[src/rtl/forward_ew_buffered.sv]
// forward_ew_buffered: circular FIFO front end for the forward east/west path.
// Packets are queued in arrival order. The head packet is decoded and issued
// on exactly one of three registered output ports:
//   a : dx != 0, carried on with dx replaced by dx+ADD
//   b : dx == 0 and dy >= 0, dx field stripped
//   c : dx == 0 and dy <  0, dx field stripped
//
// Handshake (all ports): wen_x is a single-cycle write strobe qualifying
// dout_x. full_x is sampled in the cycle the head is popped; the write
// appears on the following cycle, so a downstream buffer must assert full_x
// while it still has one free entry. A blocked head stalls the whole queue.
module forward_ew_buffered #(
   parameter int DATA_WIDTH   = 32,
   parameter int DX_MSB       = 29,
   parameter int DX_LSB       = 21,
   parameter int DY_MSB       = 20,
   parameter int DY_LSB       = 12,
   parameter int ADD          = 1,
   parameter int BUFFER_DEPTH = 4
) (
   input  logic                                          clk,
   input  logic                                          rst_n,
   input  logic [DATA_WIDTH-1:0]                         din,
   input  logic                                          din_wen,
   output logic                                          buffer_full,
   output logic                                          overflow,
   output logic [DATA_WIDTH-1:0]                         dout_a,
   output logic                                          wen_a,
   input  logic                                          full_a,
   output logic [DATA_WIDTH-(DX_MSB-DX_LSB+1)-1:0]       dout_b,
   output logic                                          wen_b,
   input  logic                                          full_b,
   output logic [DATA_WIDTH-(DX_MSB-DX_LSB+1)-1:0]       dout_c,
   output logic                                          wen_c,
   input  logic                                          full_c
);

   localparam int DXW = DX_MSB - DX_LSB + 1;
   localparam int DYW = DY_MSB - DY_LSB + 1;
   localparam int OW  = DATA_WIDTH - DXW;
   localparam int AW  = $clog2(BUFFER_DEPTH);

   localparam logic [DXW-1:0] ADD_V   = DXW'(ADD);
   localparam logic [AW:0]    DEPTH_V = (AW+1)'(BUFFER_DEPTH);

   typedef enum logic [1:0] {
      TGT_A = 2'd0,
      TGT_B = 2'd1,
      TGT_C = 2'd2
   } tgt_e;

   // Storage and pointers
   logic [DATA_WIDTH-1:0] mem_q [BUFFER_DEPTH];
   logic [AW-1:0]         wptr_q, wptr_d;
   logic [AW-1:0]         rptr_q, rptr_d;
   logic [AW:0]           count_q, count_d;
   logic                  overflow_q, overflow_d;

   // Output registers
   logic [DATA_WIDTH-1:0] dout_a_q, dout_a_d;
   logic [OW-1:0]         dout_b_q, dout_b_d;
   logic [OW-1:0]         dout_c_q, dout_c_d;
   logic                  wen_a_q, wen_a_d;
   logic                  wen_b_q, wen_b_d;
   logic                  wen_c_q, wen_c_d;

   // Head decode
   logic [DATA_WIDTH-1:0] head;
   logic [DXW-1:0]        head_dx;
   logic [DYW-1:0]        head_dy;
   tgt_e                  head_tgt;
   logic                  tgt_full;
   logic [DATA_WIDTH-1:0] head_adj;
   logic [OW-1:0]         head_strip;

   // Queue control
   logic fifo_full;
   logic fifo_empty;
   logic push;
   logic pop;

   // Status flags come from the registered count only.
   assign fifo_full  = (count_q == DEPTH_V);
   assign fifo_empty = (count_q == '0);

   // Decode the head entry: pick its target port and whether that port is blocked.
   always_comb begin
      head     = mem_q[rptr_q];
      head_dx  = head[DX_MSB:DX_LSB];
      head_dy  = head[DY_MSB:DY_LSB];
      head_tgt = TGT_B;
      if (head_dx != '0) begin
         head_tgt = TGT_A;
      end else if ($signed(head_dy) < 0) begin
         head_tgt = TGT_C;
      end
      tgt_full = 1'b0;
      case (head_tgt)
         TGT_A:   tgt_full = full_a;
         TGT_B:   tgt_full = full_b;
         TGT_C:   tgt_full = full_c;
         default: tgt_full = 1'b1;
      endcase
   end

   // Pass-through payload: dx rewritten with dx+ADD, wrapping in DXW bits.
   always_comb begin
      head_adj                = head;
      head_adj[DX_MSB:DX_LSB] = head_dx + ADD_V;
   end

   // North/south payload: the dx field is removed and the remaining bits close up.
   generate
      if (DX_MSB == DATA_WIDTH - 1) begin : g_strip_top
         assign head_strip = head[DX_LSB-1:0];
      end else begin : g_strip_mid
         assign head_strip = {head[DATA_WIDTH-1:DX_MSB+1], head[DX_LSB-1:0]};
      end
   endgenerate

   // A write while full is dropped even if the head leaves in the same cycle.
   assign push = din_wen && !fifo_full;
   assign pop  = !fifo_empty && !tgt_full;

   // Pointer, occupancy and sticky overflow next-state.
   always_comb begin
      wptr_d     = push ? wptr_q + 1'b1 : wptr_q;
      rptr_d     = pop  ? rptr_q + 1'b1 : rptr_q;
      overflow_d = overflow_q | (din_wen & fifo_full);
      count_d    = count_q;
      case ({push, pop})
         2'b10:   count_d = count_q + 1'b1;
         2'b01:   count_d = count_q - 1'b1;
         default: count_d = count_q;
      endcase
   end

   // Output next-state: only the targeted port is reloaded and strobed.
   always_comb begin
      dout_a_d = dout_a_q;
      dout_b_d = dout_b_q;
      dout_c_d = dout_c_q;
      wen_a_d  = 1'b0;
      wen_b_d  = 1'b0;
      wen_c_d  = 1'b0;
      if (pop) begin
         case (head_tgt)
            TGT_A: begin
               dout_a_d = head_adj;
               wen_a_d  = 1'b1;
            end
            TGT_B: begin
               dout_b_d = head_strip;
               wen_b_d  = 1'b1;
            end
            TGT_C: begin
               dout_c_d = head_strip;
               wen_c_d  = 1'b1;
            end
            default: begin
               wen_a_d = 1'b0;
            end
         endcase
      end
   end

   // Packet storage: written on accepted pushes, deliberately not reset.
   always_ff @(posedge clk) begin
      if (push) begin
         mem_q[wptr_q] <= din;
      end
   end

   // Control and output registers; reset discards queued packets and pending strobes.
   always_ff @(posedge clk or negedge rst_n) begin
      if (!rst_n) begin
         wptr_q     <= '0;
         rptr_q     <= '0;
         count_q    <= '0;
         overflow_q <= 1'b0;
         dout_a_q   <= '0;
         dout_b_q   <= '0;
         dout_c_q   <= '0;
         wen_a_q    <= 1'b0;
         wen_b_q    <= 1'b0;
         wen_c_q    <= 1'b0;
      end else begin
         wptr_q     <= wptr_d;
         rptr_q     <= rptr_d;
         count_q    <= count_d;
         overflow_q <= overflow_d;
         dout_a_q   <= dout_a_d;
         dout_b_q   <= dout_b_d;
         dout_c_q   <= dout_c_d;
         wen_a_q    <= wen_a_d;
         wen_b_q    <= wen_b_d;
         wen_c_q    <= wen_c_d;
      end
   end

   assign buffer_full = fifo_full;
   assign overflow    = overflow_q;
   assign dout_a      = dout_a_q;
   assign dout_b      = dout_b_q;
   assign dout_c      = dout_c_q;
   assign wen_a       = wen_a_q;
   assign wen_b       = wen_b_q;
   assign wen_c       = wen_c_q;

endmodule

[config.mk]
export PLATFORM = sky130hd
export DESIGN_NAME = forward_ew_buffered
export DESIGN_NICKNAME = d
export VERILOG_FILES = /design/src/rtl/forward_ew_buffered.sv
export SDC_FILE = /design/constraint.sdc
export NUM_CORES = 1
export LEC_CHECK = 0
export ABC_AREA = 1
export BUFFER_PORTS_ARGS = -buffer_cell sky130_fd_sc_hd__buf_4
export CAP_MARGIN = 20
export CELL_PAD_IN_SITES_DETAIL_PLACEMENT = 1
export CELL_PAD_IN_SITES_GLOBAL_PLACEMENT = 1
export CORE_ASPECT_RATIO = 1.2
export CORE_MARGIN = 2
export CORE_UTILIZATION = 48
export CTS_CLUSTER_DIAMETER = 120
export DETAILED_ROUTE_END_ITERATION = 6
export MAX_ROUTING_LAYER = met4
export PLACE_DENSITY_LB_ADDON = 0.05
export SLEW_MARGIN = 10
export SYNTH_ARGS = -nofsm -noshare
export SYNTH_HDL_FRONTEND = slang
export SYNTH_SLANG_ARGS = --single-unit
[constraint.sdc]
create_clock -name clk -period 10.07 [get_ports clk]
set_input_delay 1.5105 -clock clk [delete_from_list [all_inputs] [get_ports clk]]
set_output_delay 1.5105 -clock clk [all_outputs]
set_load 0.03 [all_outputs]
==> results.ini <==
[clocking]
htree_levels = 1
clock_sinks = 217
clk_pin_slew_worst_paths_ns = 0.06
clock_latency_ns = 0.51
post-cts-setup-buffer-count = 0
cts_tree = built
cts.path.max_buffers = 3
cts_resized = 0
root_buffer = clkbuf_16
ctsHoldBuffers = 0
cts_inserted_buffers = 23

[timing]
fin_ws_ns = 5.35
final.period_utilization = 0.469
min_period_ns = 4.72
rsz0062_at_grt = no
max_freq_ghz = 0.212
worst_slew_pin_slew_ns = 0.989
hold_violations = 0
slew_violations = 0
finalSetupViolCount = 0
maxSlewHeadroom = 0.339
tns_ns = 0
finClkSkew_ns = 0.00956

[global_route]
grt_overflow_total = 0
grtUsageTotal = 0.249
grt_max_degree = 80
grt_pass1_vias = 6809
grt_pass1_wl_um = 36900
grt_antenna_before_repair = 0

[placement]
pre_cts_ws_ns = 5.21
io_buffers = 120
gp_congestion = 0.832
post-dp-hpwl_um = 14900

[finish]
drive_gt1_frac = 0.193
layout.nets = 950
post-route-util = 0.590
n_fill_cell = 1929
diodes = 0
areaGrowthSynthToFinish_pct = 21.3

[worst_setup_path]
rrSetupSlack_ns = 5.35
cp_num_buf_inv = 5
cp_common_cell = nand2_1
path_cells = buf_4, inv_2, buf_4, nand2_1, nand3_1, nand2_1, ha_1, nand2_1, nor2_4, nand4_2, nand2_1, inv_1, ha_1, inv_1, fa_1, o21ai_0
crit_family = simple AND/OR/NAND/NOR gates
worst_ep_required_time_ns = 10.49
crit_type = flip-flop to flip-flop
cp_slowest_cell = nand4_2
crit_fanout = 66
arrival_ns = 5.14
max_stage_delay_ns = 0.78
worstSetupEndpointType = flip-flop
start_kind = flip-flop

[floorplan]
initial_core_util = 0.486
fp-row-count = 54
fp.dieW_um = 127
die_h_um = 152
dieArea_mm2 = 0.0194
core_mm2 = 0.0180
num_io_pins = 121

[routing]
drc_errors = 0
drt_iter0_markers = 430
vias = 6370
dr.pass1.iters = 5
ant_nets = 0
routedWlPerCell_um = 20.4
wl_um = 23300
routed_via_density = 5.57

[synthesis]
synth_seq_cells = 217
syn_avg_cell_area_um2 = 11.0
synth_area_mm2 = 0.00877
yosys.area.top_type = edfxtp_1
synthTopCellsByArea = edfxtp_1, dfrtp_1, nand2_1, nand4_1, o21ai_0
netlist_instances = 794
synthFlopType = edfxtp_1
synthTopCellsByCount = nand2_1, edfxtp_1, dfrtp_1
synth_cell_types = 27
synth.top_cell.area_share = 0.438
yosysMostFrequentCell = nand2_1
synth_edf_count = 128
synthArstFlopShare = 0.410
syn_nets = 840
yosysWarnings = 0
seq_area_frac_synth = 0.692

[pwr]
p_per_area_mw_per_mm2 = 313
power_leakage_nw = 4.76
irDropWorstVdd_v = 0.000187

[run]
drv_cap = 0

[worst_hold_path]
hp-class = flip-flop to flip-flop

[outcome]
status = finished clean

per-stage QoR:
| stage | cell area (um^2) | power, mW | hold WS [ns] | cells |
|---|---|---|---|---|
| after floorplan | 8770 | 2.01 | 0.489 | 794 |
| after global placement | 9820 | 2.38 | 0.444 | 1101 |
| after detailed placement | 9820 | 2.45 | 0.457 | 1101 |
| after CTS | 10600 | 3.35 | 0.473 | 1142 |
| after global routing | 10600 | 3.52 | 0.480 | 1144 |
| final | 10600 | 3.33 | 0.470 | 1144 |
registers in the layout, indices dropped and copies added, names as in the netlist:
signal / cells
count_q: 3
dout_a: 32
dout_b: 23
dout_c: 23
mem_q: 128
overflow: 1
rptr_q: 2
wen_a: 1
wen_b: 1
wen_c: 1
wptr_q: 2
layer usage:
layer  global-route usage  wire length, um  up-vias
met3               0.0342             1250       30
met5                    -                0        -
met1                0.336            10000     3211
li1                     -                -     2950
met4               0.0722              395        0
met2                0.399            11700      179
worst register-to-register path, delay by kind of cell (launching register included):
kind                     cells  cell delay [ns]
AND/OR/NAND/NOR              7             1.83
buffers and inverters        5             1.53
adder cells (fa/ha/maj)      3             0.80
flip-flops                   1             0.33
AO/OA/AOI/OAI                1             0.16
kinds of logic (layout without fill, tap and decap cells):
family	after synthesis	after routing	share of synthesized area
AO/OA/AOI/OAI	78	78	0.0485
adder cells (fa/ha/maj)	8	8	0.0123
flip-flops	217	217	0.692
buffers and inverters	83	209	0.0409
AND/OR/NAND/NOR	402	402	0.200
XOR/XNOR	6	6	0.00599
area by class of cell:
type,count,area [um^2],share of cell area
Clock buffer,29,598,0.0562
Clock inverter,12,183,0.0172
Inverter,35,131,0.0124
Multi-Input combinational cell,494,2350,0.221
Sequential cell,217,6070,0.571
Tap cell,224,280,0.0263
Timing Repair Buffer,133,1020,0.0961
cells in the final DEF, fill, tap and decap left out, drive strengths merged, types with 3 or more instances in the layout:
cell type,instances
bufinv,5
nand2,228
xor2,4
edfxtp,128
nor3,3
inv,35
o22ai,22
o21ai,49
a21oi,4
nand3,48
nand4,59
clkbuf,29
dfrtp,89
clkinv,6
nor2,64
buf,133
ha,7
worst paths after layout:
path / startpoint / endpoint / cells after the start
min reg2reg: overflow / overflow / 1
max reg2reg: rptr_q[0] / count_q[1] / 16
max: rptr_q[0] / count_q[1] / 16
max in group asynchronous: rst_n / dout_b[5] / 3
min: overflow / overflow / 1
min in group asynchronous: rst_n / dout_a[25] / 1
report_power, final:
group / leakage [nW] / total (mW) / switching (mW) / internal (mW)
registers: 2.33 / 1.25 / 0.0950 / 1.16
clock network: 0.375 / 0.887 / 0.339 / 0.547
logic: 2.05 / 1.19 / 0.852 / 0.336
Note: power is estimated with default switching activity, not from simulation.
